[config.mk]
export PLATFORM = sky130hd
export DESIGN_NAME = pc_source_ctrl
export DESIGN_NICKNAME = d
export VERILOG_FILES = /design/src/rtl/pc_ctrl_pkg.sv /design/src/rtl/pc_irq_pending.sv /design/src/rtl/pc_source_ctrl.sv
export SDC_FILE = /design/constraint.sdc
export NUM_CORES = 1
export LEC_CHECK = 0
export ABC_AREA = 1
export BUFFER_PORTS_ARGS = -buffer_cell sky130_fd_sc_hd__buf_2
export CAP_MARGIN = 10
export CORE_MARGIN = 1
export CORE_UTILIZATION = 41
export DETAILED_ROUTE_END_ITERATION = 6
export PLACE_DENSITY = 0.71
export SLEW_MARGIN = 30
export SYNTH_ARGS = -nofsm -noshare
export SYNTH_HDL_FRONTEND = slang
export SYNTH_SLANG_ARGS = --single-unit
export TNS_END_PERCENT = 100
[constraint.sdc]
create_clock -name clk -period 1.09 [get_ports clk]
set_input_delay 0.0545 -clock clk [delete_from_list [all_inputs] [get_ports clk]]
set_output_delay 0.0545 -clock clk [all_outputs]
set_load 0.02 [all_outputs]
[src/rtl/pc_ctrl_pkg.sv]
// Shared encodings for the PC-update sequencer: mux selects, states, cause codes,
// the latched instruction class and the branch-taken helper.
package pc_ctrl_pkg;

    localparam logic [2:0] PCSEL_SEQ = 3'd0;
    localparam logic [2:0] PCSEL_BR  = 3'd1;
    localparam logic [2:0] PCSEL_JMP = 3'd2;
    localparam logic [2:0] PCSEL_REG = 3'd3;
    localparam logic [2:0] PCSEL_EXC = 3'd4;

    localparam int unsigned CAUSE_NONE = 0;
    localparam int unsigned CAUSE_ILL  = 1;
    localparam int unsigned CAUSE_OVF  = 2;
    localparam int unsigned CAUSE_IRQ  = 3;

    typedef enum logic [2:0] {
        FETCH    = 3'd0,
        DECODE   = 3'd1,
        EXECUTE  = 3'd2,
        COMPLETE = 3'd3,
        EXCEPT   = 3'd4
    } pc_state_t;

    typedef struct packed {
        logic beq;
        logic bne;
        logic j;
        logic jr;
    } op_class_t;

    function automatic logic branch_taken(input op_class_t cls, input logic zero);
        return (cls.beq & zero) | (cls.bne & ~zero);
    endfunction

endpackage

[src/rtl/pc_irq_pending.sv]
// Pending-interrupt flag: set by any irq cycle, cleared by ack or exception take.
// A set in the same cycle as a clear keeps the flag set.
module pc_irq_pending (
    input  logic clk,
    input  logic rst_n,
    input  logic irq,
    input  logic irq_ack,
    input  logic take,
    output logic pend
);

    always_ff @(posedge clk or negedge rst_n) begin
        if (!rst_n) begin
            pend <= 1'b0;
        end else if (irq) begin
            pend <= 1'b1;
        end else if (irq_ack || take) begin
            pend <= 1'b0;
        end
    end

endmodule

[src/rtl/pc_source_ctrl.sv]
// Multicycle PC-source sequencer: registered pc_sel / pc_write / epc_write and cause.
// Optional PC_PERF_CNT_EN adds retired_cnt and taken_cnt performance counters.
//
// state    | meaning
// FETCH    | wait for mem_ready (PC+4 write) or take a pending IRQ
// DECODE   | latch instruction class, trap illegal opcodes
// EXECUTE  | resolve overflow / jr / j / branch, single cycle
// COMPLETE | wait for instr_done from main control
// EXCEPT   | load exception vector into PC, current PC into EPC
module pc_source_ctrl
    import pc_ctrl_pkg::*;
#(
    parameter int CAUSE_W          = 2,
    parameter int PEND_CLR_ON_TAKE = 1
) (
    input  logic               clk,
    input  logic               rst_n,
    input  logic               mem_ready,
    input  logic               is_beq,
    input  logic               is_bne,
    input  logic               is_j,
    input  logic               is_jr,
    input  logic               illegal_op,
    input  logic               alu_zero,
    input  logic               alu_ovf,
    input  logic               instr_done,
    input  logic               irq,
    input  logic               irq_ack,
    output logic [2:0]         pc_sel,
    output logic               pc_write,
    output logic               epc_write,
    output logic [CAUSE_W-1:0] cause,
    output logic [2:0]         state_o
`ifdef PC_PERF_CNT_EN
    ,
    output logic [31:0]        retired_cnt,
    output logic [31:0]        taken_cnt
`endif
);

    pc_state_t          state, state_nxt;
    op_class_t          op_class, op_class_nxt;
    logic [2:0]         pc_sel_nxt;
    logic               pc_write_nxt, epc_write_nxt;
    logic [CAUSE_W-1:0] cause_nxt;
    logic               irq_pend, irq_take, enter_exc;

    pc_irq_pending u_irq_pending (
        .clk     (clk),
        .rst_n   (rst_n),
        .irq     (irq),
        .irq_ack (irq_ack),
        .take    (irq_take),
        .pend    (irq_pend)
    );

    always_ff @(posedge clk or negedge rst_n) begin
        if (!rst_n) begin
            state     <= FETCH;
            op_class  <= '0;
            pc_sel    <= PCSEL_SEQ;
            pc_write  <= 1'b0;
            epc_write <= 1'b0;
            cause     <= '0;
        end else begin
            state     <= state_nxt;
            op_class  <= op_class_nxt;
            pc_sel    <= pc_sel_nxt;
            pc_write  <= pc_write_nxt;
            epc_write <= epc_write_nxt;
            cause     <= cause_nxt;
        end
    end

    always_comb begin
        state_nxt     = state;
        op_class_nxt  = op_class;
        pc_sel_nxt    = PCSEL_SEQ;
        pc_write_nxt  = 1'b0;
        epc_write_nxt = 1'b0;
        cause_nxt     = cause;
        irq_take      = 1'b0;
        enter_exc     = 1'b0;
        case (state)
            FETCH: begin
                if (irq_pend) begin
                    enter_exc = 1'b1;
                    cause_nxt = CAUSE_W'(CAUSE_IRQ);
                    irq_take  = (PEND_CLR_ON_TAKE != 0);
                end else if (mem_ready) begin
                    state_nxt    = DECODE;
                    pc_write_nxt = 1'b1;
                end
            end
            DECODE: begin
                op_class_nxt = '{beq: is_beq, bne: is_bne, j: is_j, jr: is_jr};
                if (illegal_op) begin
                    enter_exc = 1'b1;
                    cause_nxt = CAUSE_W'(CAUSE_ILL);
                end else begin
                    state_nxt = EXECUTE;
                end
            end
            EXECUTE: begin
                state_nxt = COMPLETE;
                if (alu_ovf) begin
                    enter_exc = 1'b1;
                    cause_nxt = CAUSE_W'(CAUSE_OVF);
                end else if (op_class.jr) begin
                    pc_sel_nxt   = PCSEL_REG;
                    pc_write_nxt = 1'b1;
                end else if (op_class.j) begin
                    pc_sel_nxt   = PCSEL_JMP;
                    pc_write_nxt = 1'b1;
                end else if (branch_taken(op_class, alu_zero)) begin
                    pc_sel_nxt   = PCSEL_BR;
                    pc_write_nxt = 1'b1;
                end
            end
            COMPLETE: begin
                if (instr_done) state_nxt = FETCH;
            end
            EXCEPT: begin
                state_nxt = FETCH;
            end
            default: begin
                state_nxt = FETCH;
            end
        endcase
        // Exception pulses are registered on entry so they are visible during EXCEPT.
        if (enter_exc) begin
            state_nxt     = EXCEPT;
            pc_sel_nxt    = PCSEL_EXC;
            pc_write_nxt  = 1'b1;
            epc_write_nxt = 1'b1;
        end
    end

    assign state_o = state;

`ifdef PC_PERF_CNT_EN
    always_ff @(posedge clk or negedge rst_n) begin
        if (!rst_n) begin
            retired_cnt <= '0;
            taken_cnt   <= '0;
        end else begin
            if (state == COMPLETE && instr_done) retired_cnt <= retired_cnt + 32'd1;
            if (state == EXECUTE && pc_write_nxt && !alu_ovf) taken_cnt <= taken_cnt + 32'd1;
        end
    end
`endif

endmodule

## Word level (Yosys, flattened, before mapping)

Cells that the tools add are included.
W data, S select, Z words.

| storage, ports and cells | value |
|---|---|
| bits in registers | 15 |
| bits of input ports | 13 |
| output and inout port bits | 10 |
| logic and storage cells | 62 |

| operators by class | value |
|---|---|
| equality and inequality tests | 10 |
| multiplexer cells | 32 |
| bitwise gates (word level) | 4 |
| reduce and logical (&&, ||, !) cells | 6 |

Operator list:

| kind | number |
|---|---|
| $mux W3 | 6 |
| $mux W1 | 15 |
| $mux W2 | 7 |
| $ne A3 B3 Y1 const B | 4 |
| $pmux W3 S4 | 1 |
| $reduce_and A4 Y1 | 2 |
| $eq A3 B2 Y1 const B | 2 |
| $pmux W2 S3 | 1 |
| $ne A2 B2 Y1 const B | 2 |
| $eq A3 B1 Y1 const B | 1 |
| $logic_not A3 Y1 | 1 |
| $pmux W1 S3 | 1 |
| $reduce_bool A3 Y1 | 1 |
| $and A1 B1 Y1 | 2 |
| $ne A2 B1 Y1 const B | 1 |
| $pmux W1 S2 | 1 |
| $reduce_bool A2 Y1 | 1 |
| $logic_or A1 B1 Y1 | 1 |
| $not A1 Y1 | 1 |
| $or A1 B1 Y1 | 1 |

## Logic depth before layout (Yosys ltp)

| logic depth | value |
|---|---|
| depth after elaboration | 9 |
| mapped depth | 7 |
| depth with buffers taken out | 7 |

## Hierarchy

Synthesis repeated with hierarchy kept, for this count alone.

| second synthesis, totals | value |
|---|---|
| cell total of the unflattened synthesis | 68 |
| area, all modules | 629.4 um^2 |

By module, submodules not included:

| module | times used | cells an instance | area each (um^2) | seq. area each (um^2) |
|---|---|---|---|---|
| pc_source_ctrl | 1 | 63 | 589.3 | 325.3 |
| pc_irq_pending | 1 | 5 | 40.0 | 25.0 |

## Least setup slack after synthesis

OpenSTA, ideal clock, no wires.

| timing path | value |
|---|---|
| path kind | register -> register |
| from | reg state[0], in the netlist state_o[0] |
| to | reg cause[0] |
| library setup time | 117 ps |
| arrival time | 1,048 ps |
| data required time | 973 ps |
| setup slack | -74 ps |
| stages on the path, launching flop included | 8 |
| path buffers | 0 |
| period minus slack after synthesis | 1,164 ps |
| cells stage by stage | dfrtp_1 > inv_1 > nand4_1 > nand2_2 > nor2_4 > inv_2 > nand2_1 > nand2_1 |

| on the way | value |
|---|---|
| cells in the longest elaborated chain, start to end | 3 |
| elaborated cells between the ends (all ways) | 9 |
| classes of those cells | 5 x eq/ne; 1 x mux; 3 x reduce/logical |

Ends and longest elaborated chain:

| what | line | source |
|---|---|---|
| from (decl) | pc_source_ctrl.sv:41 | `pc_state_t state, state_nxt;` |
| from (signal assigned) | pc_source_ctrl.sv:66 | `state <= state_nxt;` |
| $eq A3 B2 Y1 (tied with other cells) | pc_source_ctrl.sv:84 | `case (state)` |
| $ne A2 B2 Y1 (no source line) (tied with other cells) | n/a |  |
| $reduce_and A4 Y1 (no source line) | n/a |  |
| to (signal assigned) | pc_source_ctrl.sv:71 | `cause <= cause_nxt;` |
| to (decl) | pc_source_ctrl.sv:32 | `output logic [CAUSE_W-1:0] cause,` |

Parallel ways exist; a longest one is shown, timed or not.
A chain may end at the register's enable or synchronous reset.

## Worst setup path in the final report

| timing path | value |
|---|---|
| from | reg state[0], in the netlist state_o[0] |
| to | reg op_class[2] in the netlist's numbering |

| on the way | value |
|---|---|
| cells in the longest elaborated chain, start to end | 1 |

Ends and longest elaborated chain:

| what | line | source |
|---|---|---|
| $eq A3 B1 Y1 | pc_source_ctrl.sv:84 |  |
| to (signal assigned) | pc_source_ctrl.sv:67 | `op_class <= op_class_nxt;` |
| to (decl) | pc_source_ctrl.sv:42 | `op_class_t op_class, op_class_nxt;` |

Every way passes these cells.

==> flow_summary_export.csv <==
group,metric,value,unit
global_route,overflow,0,
finish,area_delta_synth_final,32.1,%
sta,period_share,1.03,
cts,htreeDepth,1,
finish,drive_gt1_frac,0.458,
cts,clk-insertion-delay-late,280,ps
logic_synthesis,yosysTopAreaCell,"dfrtp_1",
sta,fmax,891,MHz
global_route,grt_max_degree,15,
logic_synthesis,syn_area,628,um2
routing,viasPerCell,4.77,
critical_path,cp_num_buf_inv,1,
floorplanning,core-area,0.00137,mm2
routing,drc,0,
logic_synthesis,netlist_instances,67,
critical_path,cp_top_family,"flip-flops",
min_path,hold_path.class,"input pin to flip-flop",
floorplanning,rows,13,
pwr,leakage,0.000454,uW
finish,fillers,130,
global_route,grt_usage,0.181,
critical_path,cpPeakStageDelay,440,ps
logic_synthesis,ys_types,18,
floorplanning,initial_core_util,0.460,
sta,finalHoldViolations,0,
sta,fin_skew,4.29,ps
sta,period_needed,1120,ps
floorplanning,die_x,41.1,um
cts,clk_pin_slew,80,ps
cts,clkSinkCount,14,
routing,wl_met2,573,um
floorplanning,io_pins,23,
routing,maxUsedRoutingLayer,"met4",
outcome,outcome,"finished with violations",
placement,dpl.hpwl,892,um
finish,fin_util,0.607,
sta,max_slew.worst_pin.slew,304,ps
logic_synthesis,yosysTopAreaCellShare,0.558,
finish,antenna_cells,0,
critical_path,worstPathCellList,"buf_4 -> nand2_4 -> mux2_2",
sta,finalSetupTns,-101,ps
routing,dr.pass1.iters,3,
routing,ant_nets,0,
critical_path,start_kind,"flip-flop",
logic_synthesis,ys_warn_count,0,
critical_path,worstSetupEndpointType,"flip-flop",
critical_path,critical_path_class,"flip-flop to flip-flop",
critical_path,cp.required,1260,ps
sta,rsz0062_at_grt,"yes",
logic_synthesis,synth-seq-cells,14,
logic_synthesis,synthTopCellsByArea,"dfrtp_1, nand2_1, inv_1",
pwr,power,2230,uW
outcome,violations,"negative setup slack",
placement,port_buffers,22,
routing,vias,529,
critical_path,cp.arrival,1290,ps
finish,final_nets,110,
cts,clockBufferDepth,2,
critical_path,cp_slowest_cell,"dfrtp_2",
routing,drt-total-wl,1250,um
floorplanning,die_h,41.1,um
routing,met3WireLength,68,um
global_route,grt_first_pass_wirelength,1860,um
sta,fin_ws,-32.9,ps
job,cap_violations,0,
cts,ctsRootBufferMaster,"clkbuf_4",
floorplanning,die_area,0.00169,mm2
critical_path,path_max_fanout,6,
logic_synthesis,yosysSeqAreaShare,0.558,
logic_synthesis,synthesis.nets,80,
placement,place.gp.congestion,0.847,
logic_synthesis,syn_area_per_cell,9.37,um2
routing,drt-met1-wl,591,um
sta,final_max_slew_viol_count,0,
sta,holdWs,7.87,ps
routing,routedWlPerCell,11.2,um
global_route,antenna_found_initial,0,
sta,finalSetupViolCount,4,
sta,slew_headroom,0.797,
pwr,power.density,2690,mW/mm2
cts,numCtsBuffers,3,
cts,tritoncts,"done",
global_route,grt_pass1_vias,440,
pwr,ir_worst_vdd,1.42,mV
routing,drt_iter0_drc,4,
## Yosys cell counts
| library cell | count |
|---|---|
| a21oi_1 | 1 |
| buf_4 | 1 |
| dfrtp_1 | 14 |
| inv_1 | 10 |
| inv_2 | 1 |
| mux2_2 | 3 |
| nand2_1 | 12 |
| nand2_2 | 2 |
| nand3_1 | 4 |
| nand3_2 | 1 |
| nand4_1 | 1 |
| nor2_1 | 9 |
| nor2_2 | 2 |
| nor2_4 | 2 |
| o211ai_1 | 1 |
| o21a_1 | 1 |
| o21ai_0 | 1 |
| o31ai_1 | 1 |
## cell type report
| cell class | count | area, um2 | share of cell area |
|---|---|---|---|
| clock buffers | 4 | 26.3 | 0.0317 |
| inverters | 11 | 41.3 | 0.0498 |
| repair buffers | 26 | 148 | 0.178 |
| multi-input cells | 41 | 241 | 0.291 |
| well taps | 15 | 18.8 | 0.0226 |
| flip-flops and latches | 14 | 354 | 0.427 |
## kinds of logic after synthesis
logic type / Yosys count / synth area share
AO/OA/AOI/OAI: 5 / 0.0518
buffers and inverters: 12 / 0.0777
flip-flops: 14 / 0.558
multiplexers: 3 / 0.0538
AND/OR/NAND/NOR: 33 / 0.259
## worst register-to-register path: stages, from the launching register on
cell	delay, ps
dfrtp_2	440
buf_4	150
nand2_4	90
mux2_2	330
## state kept, by name, summed over array words and instances (netlist names)
register            cells
pc_sel                  2
u_irq_pending.pend      1
op_class                4
state_o                 3
epc_write               1
pc_write                1
cause                   2
## per-stage QoR
stage	setup WS [ps]	cell area, um2	std cells
final	-32.9	830	111
after global routing	-85.3	830	111
after CTS	-31.1	815	110
after detailed placement	-14.3	753	103
after global placement	20.1	753	103
after floorplan	-13.1	632	67
## layer usage
| layer | GRT usage | vias up |
|---|---|---|
| li1 | - | 268 |
| met1 | 0.222 | 245 |
| met2 | 0.258 | 14 |
| met3 | 0.0707 | 2 |
| met4 | 0.121 | 0 |
| met5 | 0 | - |
## worst paths after layout
path,from,end,slack [ps],cells past startpoint
max in group asynchronous,rst_n,state_o[0],650,2
worst min-delay path,is_bne,op_class[2],8,2
min in group asynchronous,rst_n,u_irq_pending.pend,180,2
worst min register to register,cause[0],cause[0],490,2
worst max register to register,state_o[0],op_class[2],-30,3
worst max-delay path,state_o[0],op_class[2],-30,3
## repair_timing
item,4_1_cts,5_1_grt
cloned,0,0
resized for setup,2,3
buffers inserted,0,1
pin swaps,2,2
endpoints found under the setup margin,5,10
hold endpoints to repair,15,0
hold buffers,3,0
## power by group
| group | switching, uW | internal, uW | total [uW] |
|---|---|---|---|
| Combinational | 643 | 402 | 1050 |
| Sequential | 140 | 734 | 874 |
| Clock | 168 | 142 | 310 |
| Total | 951 | 1280 | 2230 |
## cells in the final DEF, fill, tap and decap left out
cell	n
nand4_1	1
a21oi_1	1
dlygate4sd3_1	3
dfrtp_2	3
mux2_2	3
nand2_2	2
buf_4	1
inv_1	8
o31ai_1	1
nor2_2	2
nand2_1	11
o211ai_1	1
inv_2	3
dfrtp_1	11
nand2_4	1
clkbuf_4	3
nor2_1	9
o21a_1	1
nand3_1	3
nor2_4	2
o21ai_0	1
clkbuf_1	1
buf_2	22
nand3_2	2
No activity file was read; power rests on OpenSTA's default activity.
